File: src/rtl/uart_bus_master.sv
`default_nettype none
`timescale 1ns/1ps
// ============================================================================
// Module      : uart_bus_master
// Description : UART-driven bus initiator (debug loader). Frames:
//                 'W' A3 A2 A1 A0 D3 D2 D1 D0 -> one bus write, replies 'K'
//                 'R' A3 A2 A1 A0             -> one bus read, replies D3..D0
//               Multi-byte fields travel MSB first; accesses are word aligned.
// Options     : define UBM_TIMEOUT_EN to abandon a partial frame after
//               TIMEOUT_CYCLES idle cycles in the address/data phase.
// Revision    : 1.0 - initial release
// ============================================================================
module uart_bus_master #(
    parameter int unsigned TIMEOUT_CYCLES = 1000000
) (
    input  logic        clk,
    input  logic        reset,      // synchronous, active low
    input  logic [7:0]  rx_data,
    input  logic        rx_valid,
    output logic [7:0]  tx_data,
    output logic        tx_start,
    input  logic        tx_busy,
    output logic        rd,
    output logic        wr,
    output logic [31:0] addr,
    output logic [31:0] wdata,
    input  logic [31:0] rdata,
    output logic        busy
);

    localparam logic [7:0] CMD_WRITE = 8'h57;  // 'W'
    localparam logic [7:0] CMD_READ  = 8'h52;  // 'R'
    localparam logic [7:0] ACK_BYTE  = 8'h4B;  // 'K'

    typedef enum logic [2:0] {
        S_IDLE  = 3'd0,
        S_ADDR  = 3'd1,
        S_DATA  = 3'd2,
        S_WRITE = 3'd3,
        S_READ  = 3'd4,
        S_SEND  = 3'd5,
        S_ACK   = 3'd6
    } state_t;

    state_t      state;
    state_t      state_nxt;

    logic        op_write;      // frame kind captured from the command byte
    logic [31:0] addr_q;        // raw shifted address, low bits masked on output
    logic [31:0] wdata_q;
    logic [31:0] rd_latch;      // read data captured at the end of the rd cycle
    logic [1:0]  byte_cnt;      // shared by ADDR, DATA and SEND
    logic [7:0]  tx_data_q;     // last byte handed to the transmitter
    logic        tx_guard;      // high the cycle after a start: tx_busy not yet valid

    logic        tx_fire;
    logic [7:0]  tx_byte;
    logic        timeout_hit;
    logic        frame_phase;

    assign frame_phase = (state == S_ADDR) || (state == S_DATA);

`ifdef UBM_TIMEOUT_EN
    localparam int unsigned TO_W = (TIMEOUT_CYCLES > 1) ? $clog2(TIMEOUT_CYCLES) : 1;

    logic [TO_W-1:0] idle_cnt;

    assign timeout_hit = frame_phase && !rx_valid
                         && (idle_cnt == TO_W'(TIMEOUT_CYCLES - 1));

    // Count consecutive idle cycles in the address/data phase; any byte restarts it.
    always_ff @(posedge clk) begin
        if (!reset) begin
            idle_cnt <= '0;
        end else if (frame_phase && !rx_valid && !timeout_hit) begin
            idle_cnt <= idle_cnt + 1'b1;
        end else begin
            idle_cnt <= '0;
        end
    end
`else
    // Without the timeout option a partial frame simply waits for more bytes.
    assign timeout_hit = 1'b0;
`endif

    // State register.
    always_ff @(posedge clk) begin
        if (!reset) begin
            state <= S_IDLE;
        end else begin
            state <= state_nxt;
        end
    end

    // Next-state decode and transmit request; a start only goes out when the
    // transmitter reports idle and the post-start blind cycle has passed.
    always_comb begin
        state_nxt = state;
        tx_fire   = 1'b0;
        tx_byte   = 8'h00;
        case (state)
            S_IDLE: begin
                if (rx_valid && ((rx_data == CMD_WRITE) || (rx_data == CMD_READ))) begin
                    state_nxt = S_ADDR;
                end
            end
            S_ADDR: begin
                if (rx_valid && (byte_cnt == 2'd3)) begin
                    state_nxt = op_write ? S_DATA : S_READ;
                end else if (timeout_hit) begin
                    state_nxt = S_IDLE;
                end
            end
            S_DATA: begin
                if (rx_valid && (byte_cnt == 2'd3)) begin
                    state_nxt = S_WRITE;
                end else if (timeout_hit) begin
                    state_nxt = S_IDLE;
                end
            end
            S_WRITE: state_nxt = S_ACK;
            S_READ:  state_nxt = S_SEND;
            S_SEND: begin
                case (byte_cnt)
                    2'd0:    tx_byte = rd_latch[31:24];
                    2'd1:    tx_byte = rd_latch[23:16];
                    2'd2:    tx_byte = rd_latch[15:8];
                    default: tx_byte = rd_latch[7:0];
                endcase
                tx_fire = reset && !tx_busy && !tx_guard;
                if (tx_fire && (byte_cnt == 2'd3)) begin
                    state_nxt = S_IDLE;
                end
            end
            S_ACK: begin
                tx_byte = ACK_BYTE;
                tx_fire = reset && !tx_busy && !tx_guard;
                if (tx_fire) begin
                    state_nxt = S_IDLE;
                end
            end
            default: state_nxt = S_IDLE;
        endcase
    end

    // Frame datapath: command capture, address/data shifting, read latch, tx byte.
    always_ff @(posedge clk) begin
        if (!reset) begin
            op_write  <= 1'b0;
            addr_q    <= '0;
            wdata_q   <= '0;
            rd_latch  <= '0;
            byte_cnt  <= 2'd0;
            tx_data_q <= 8'h00;
            tx_guard  <= 1'b0;
        end else begin
            tx_guard <= tx_fire;
            if (tx_fire) begin
                tx_data_q <= tx_byte;
            end
            case (state)
                S_IDLE: begin
                    if (rx_valid && ((rx_data == CMD_WRITE) || (rx_data == CMD_READ))) begin
                        op_write <= (rx_data == CMD_WRITE);
                        byte_cnt <= 2'd0;
                    end
                end
                S_ADDR: begin
                    if (rx_valid) begin
                        addr_q   <= {addr_q[23:0], rx_data};
                        byte_cnt <= (byte_cnt == 2'd3) ? 2'd0 : byte_cnt + 2'd1;
                    end
                end
                S_DATA: begin
                    if (rx_valid) begin
                        wdata_q  <= {wdata_q[23:0], rx_data};
                        byte_cnt <= (byte_cnt == 2'd3) ? 2'd0 : byte_cnt + 2'd1;
                    end
                end
                S_READ: begin
                    rd_latch <= rdata;
                    byte_cnt <= 2'd0;
                end
                S_SEND: begin
                    if (tx_fire) begin
                        byte_cnt <= byte_cnt + 2'd1;
                    end
                end
                default: ;
            endcase
        end
    end

    // Bus strobes come straight from the one-cycle access states and are
    // suppressed while reset is asserted so an abandoned frame never reaches the bus.
    assign rd       = (state == S_READ)  && reset;
    assign wr       = (state == S_WRITE) && reset;
    assign busy     = (state != S_IDLE);
    assign addr     = {addr_q[31:2], 2'b00};
    assign wdata    = wdata_q;
    assign tx_start = tx_fire;
    assign tx_data  = tx_fire ? tx_byte : tx_data_q;

endmodule
`default_nettype wire

File: config.mk
export PLATFORM = sky130hd
export DESIGN_NAME = uart_bus_master
export DESIGN_NICKNAME = d
export VERILOG_FILES = /design/src/rtl/uart_bus_master.sv
export SDC_FILE = /design/constraint.sdc
export NUM_CORES = 1
export LEC_CHECK = 0
export ABC_AREA = 1
export BUFFER_PORTS_ARGS = -buffer_cell sky130_fd_sc_hd__buf_2
export CAP_MARGIN = 20
export CORE_MARGIN = 3
export CORE_UTILIZATION = 45
export DETAILED_ROUTE_END_ITERATION = 16
export GPL_TIMING_DRIVEN = 0
export HOLD_SLACK_MARGIN = 0.12
export PLACE_DENSITY = 0.72
export SLEW_MARGIN = 40
export SYNTH_ARGS = -nofsm -noshare
export SYNTH_HDL_FRONTEND = slang
export SYNTH_SLANG_ARGS = --single-unit
export TNS_END_PERCENT = 5
File: constraint.sdc
create_clock -name clk -period 2.2 [get_ports clk]
set_clock_uncertainty 0.2 [all_clocks]
set_input_delay 0.66 -clock clk [delete_from_list [all_inputs] [get_ports clk]]
set_output_delay 0.66 -clock clk [all_outputs]
set_load 0.02 [all_outputs]
; ---- Yosys cells after proc, flatten, opt, wreduce, memory -nomap -nowiden
; Cells that the tools add are included.
[op_classes]
add_sub_neg = 1
n_eq_ne = 18
muxes = 16
reduce_logical = 21
[ops]
columns = operator, n
row1 = $pmux 8 s3, 1
row2 = $pmux 3 s7, 1
row3 = $mux 3, 6
row4 = $eq 8x7->1 const B, 2
row5 = $pmux 8 s2, 1
row6 = $eq 3x3->1 const B, 3
row7 = $mux 2, 4
row8 = $mux 8, 1
row9 = $ne 2x2->1 const B, 4
row10 = $pmux 2 s4, 1
row11 = $logic_and 1x1->1, 7
row12 = $eq 3x2->1 const B, 2
row13 = $ne 2x1->1 const B, 3
row14 = $reduce_and 2->1, 3
row15 = $reduce_and 5->1, 1
row16 = $eq 2x2->1 const B, 2
row17 = $reduce_and 4->1, 1
row18 = $reduce_bool 4->1, 1
row19 = $reduce_or 2->1, 2
row20 = $eq 3x1->1 const B, 1
row21 = $logic_not 3->1, 1
row22 = $reduce_bool 3->1, 1
row23 = $add 2x1->2 const B, 1
row24 = $eq 2x1->1 const B, 1
row25 = other kinds (4), 5
[word_totals]
reg_bits = 111
input_bits = 44
output_inout_bits = 76
word_cells = 64

; ---- Longest topological paths before layout
[logic_depth]
word_depth = 6
mapped_depth = 10
mapped_depth_nobuf = 10

; ---- Worst setup path before layout
; No wires, ideal clock.
[synth_timing]
path_type = input port to output port
from = input port reset
to = output port tx_data[0]
t_arrival_ns = 1.652
t_required_ns = 1.340
path_slack_ns = -0.312
stages = 7
n_path_buf = 1
path_cell_list = buf_2 -> nand3b_1 -> inv_1 -> nand2_2 -> inv_1 -> o21ai_1 -> inv_1
[synth_between]
elab_chain_cells = 4
[synth_rtl]
columns = element, line_no
row1 = start: declaration, 17  ; input logic reset,
row2 = $logic_and 1x1->1 (2 in series), "130, 137"
row3 = $mux 1, -
row4 = named net tx_start, 21  ; output logic tx_start,
row5 = $mux 8, 202  ; assign tx_data = tx_fire ? tx_byte : tx_data_q;
row6 = end: declaration, 20  ; output logic [7:0] tx_data,
; The timed path passes the listed nets, and every way through them passes these cells.

; ---- Worst setup path after layout
[layout_timing]
from = register byte_cnt[1]
to = output port tx_data[7]
[layout_between]
elab_chain_cells = 4
elab_cells_between_ends = 6
cone_classes = 2 x eq/ne / 3 x mux / 1 x reduce/logical
[layout_rtl]
columns = element, line_no
row1 = start: declaration, 52  ; logic [1:0] byte_cnt;
row2 = start signal: assignment, 171  ; byte_cnt <= (byte_cnt == 2'd3) ? 2'd0 : byte_cnt + 2'd1;
row3 = start signal: assignment, 177  ; byte_cnt <= (byte_cnt == 2'd3) ? 2'd0 : byte_cnt + 2'd1;
row4 = start signal: assignment, 186  ; byte_cnt <= byte_cnt + 2'd1;
row5 = "$eq 2x2->1, or another cell as far along", 124  ; case (byte_cnt)
row6 = $pmux 8 s3 *, 124
row7 = $pmux 8 s2 *, 101  ; case (state)
row8 = $mux 8 *, 202
; Every way passes the cells marked *; elsewhere a longest branch is shown, timed or not.

==> flow_summary.ini <==
[logic_synthesis]
synthCells = 624
ys_seq_area_frac = 0.473
synthXorXnorAreaFrac = 0
ys_seq_elements = 111
synth_cell_types = 31
syn_avg_cell_area_um2 = 7.52
synth_top_family_by_area = simple AND/OR/NAND/NOR gates
synth.area.top_cells = dfxtp_1, nor2_1, buf_4
ys_warn_count = 0
synth_top_area_cell = dfxtp_1
netlist_area_um2 = 4690
synthAdderAreaFrac = 0.0107
yosys.area_share.simple = 0.251
synth_compound_area_frac = 0.144
synth_top_area_frac = 0.473
synthMuxAreaShare = 0

[timing]
finalSetupTns_ps = -3210
finalSetupViolations = 13
drv_slew = 0
final.setup.worst_slack_ps = -341
fmax_ghz = 0.394
fin_crit_sh = 1.15
grt_setup_unrepaired = true
min_period_ps = 2540
hold_violations = 0

[clocking]
cts_root_buffer = clkbuf_8
cts-buffers-inserted = 9
cts_buffer_depth = 2
postCtsHoldBufs = 0
cts_tree = built
h-tree-depth = 3
path_clk_slew_ps = 110
clock_sinks = 111
insertion_delay_ps = 370

[finish]
area_delta_synth_final_pct = 30.4
num_antenna_cells = 0
fin_nets = 822
drive_gt1_frac = 0.352
stdcell_area_um2 = 6120

[grt]
grt_pass1_wl_um = 20100
antenna_found_initial = 0
grt_usage = 0.214
grt_pass1_vias = 4384
grt_max_degree = 23
overflow = 0

[floorplanning]
rows = 36
die_h_um = 108
start_util = 0.472
dieArea_um2 = 11700
die_w_um = 108
core_area_um2 = 9950
ioPinCount = 120

[power]
p_leak_nw = 3.11
p_per_area_nw_per_um2 = 673
ir_drop_v = 0.000499
total_power_w = 0.00412

[placed_design]
io_buffer_count = 116
hpwl_um = 8740
place_congestion = 0.820
postPlaceCellArea_um2 = 5470

[worst_setup_path]
start_kind = register
path_class = reg -> out
max_stage_delay_ps = 410
cpMaxStageDelayCell = dfxtp_4
crit_path_end_kind = primary output
path_max_fanout = 8
crit_chain = inv_4 > ha_4 > a21oi_4 > nand3_2 > o211ai_1 > nand2_1 > buf_6
crit_arrival_ps = 1680
required_ps = 1340

[job]
cap_violations = 0

[status]
outcome = finished with violations
violations = negative setup slack

[drt]
routed_via_density = 4.92
dr_total_vias = 4483
drt_iter0_markers = 286
dr.pass1.iters = 4
ant_nets = 0
wirelength_um = 12300
drcViolationCount = 0
avgRoutedWirePerCell_um = 13.4

[hold_path]
hold_class = reg -> reg
## cells by family after synthesis
logic type / after synthesis
AO/OA/AOI/OAI: 132
other: 1
AND/OR/NAND/NOR: 281
buffers and inverters: 95
flip-flops: 111
adder cells (fa/ha/maj): 4
## cells in the mapped netlist, drive strengths merged
cell,n
buf,51
and3,1
ha,4
nand4,2
clkbuf,15
a21oi,24
and2,1
inv,29
nor2,190
o21ai,103
nand3,22
conb,1
nand2,63
nor3,1
o211ai,5
nand3b,1
dfxtp,111
## final cells by class
type | instances | area, um2
well taps | 133 | 166
repair buffers | 142 | 852
flip-flops and latches | 111 | 2240
fillers | 902 | 3830
clock buffers | 9 | 124
plain buffers | 62 | 463
multi-input cells | 419 | 2070
clock inverters | 7 | 82.6
inverters | 29 | 126
## flip-flops by register name, indices dropped and copies added, names as in the netlist
name / count
state: 3
tx_guard: 1
op_write: 1
addr_q: 32
rd_latch: 32
wdata: 32
byte_cnt: 2
tx_data_q: 8
## critical path, delay by kind of cell, from the launching register on
kind | cells | cell delay (ps)
AND/OR/NAND/NOR | 2 | 210
flip-flops | 1 | 410
adder cells (fa/ha/maj) | 1 | 200
buffers and inverters | 2 | 210
AO/OA/AOI/OAI | 2 | 290
## through the flow
step | worst slack [ps] | utilization | hold WS [ps] | instances
detailed placement | -365 | 0.550 | 264 | 874
global route | -424 | 0.615 | 292 | 912
finish | -341 | 0.615 | 279 | 912
CTS | -323 | 0.610 | 278 | 912
global placement | -343 | 0.550 | 263 | 874
floorplan | -125 | - | 250 | 625
## path summary, 6_finish.rpt
| check | endpoint | slack (ps) | startpoint | depth (start not counted) |
|---|---|---|---|---|
| worst max-delay path | tx_data[7] | -340 | byte_cnt[1] | 7 |
| worst min register to register | tx_data_q[5] | 280 | tx_data_q[5] | 2 |
| worst max register to register | tx_data_q[7] | -290 | byte_cnt[0] | 15 |
| worst min-delay path | tx_data_q[5] | 280 | tx_data_q[5] | 2 |
## power by group
group,switching [W],internal (W)
Clock,0.000780,0.000462
Sequential,0.0000760,0.00210
Combinational,0.000403,0.000303
Total,0.00126,0.00286
## repair_timing
item | CTS | global route
gates cloned | 0 | 0
gates resized for setup | 61 | 15
pin swaps | 18 | 6
setup buffers | 25 | 1
endpoints found under the setup margin | 12 | 14
## routing by layer
layer / up-vias / GRT usage / routed length [um]
met1: 2082 / 0.258 / 5210
met4: 0 / 0.0622 / 124
met2: 129 / 0.385 / 6220
met3: 10 / 0.0442 / 706
met5: - / 0 / 0
li1: 2262 / - / -
## cells in the final DEF (no fill, tap or decap), types with 10 or more instances in the layout
cell type  count
nor2_1       185
buf_2        109
dfxtp_1      106
buf_4         64
o21ai_0       51
nand2_1       50
o21ai_1       48
a21oi_1       19
buf_6         18
inv_1         15
nand3_2       11
nand3_1       10
nand2_2       10
clkbuf_8      10
(Power assumes the default switching activity.)
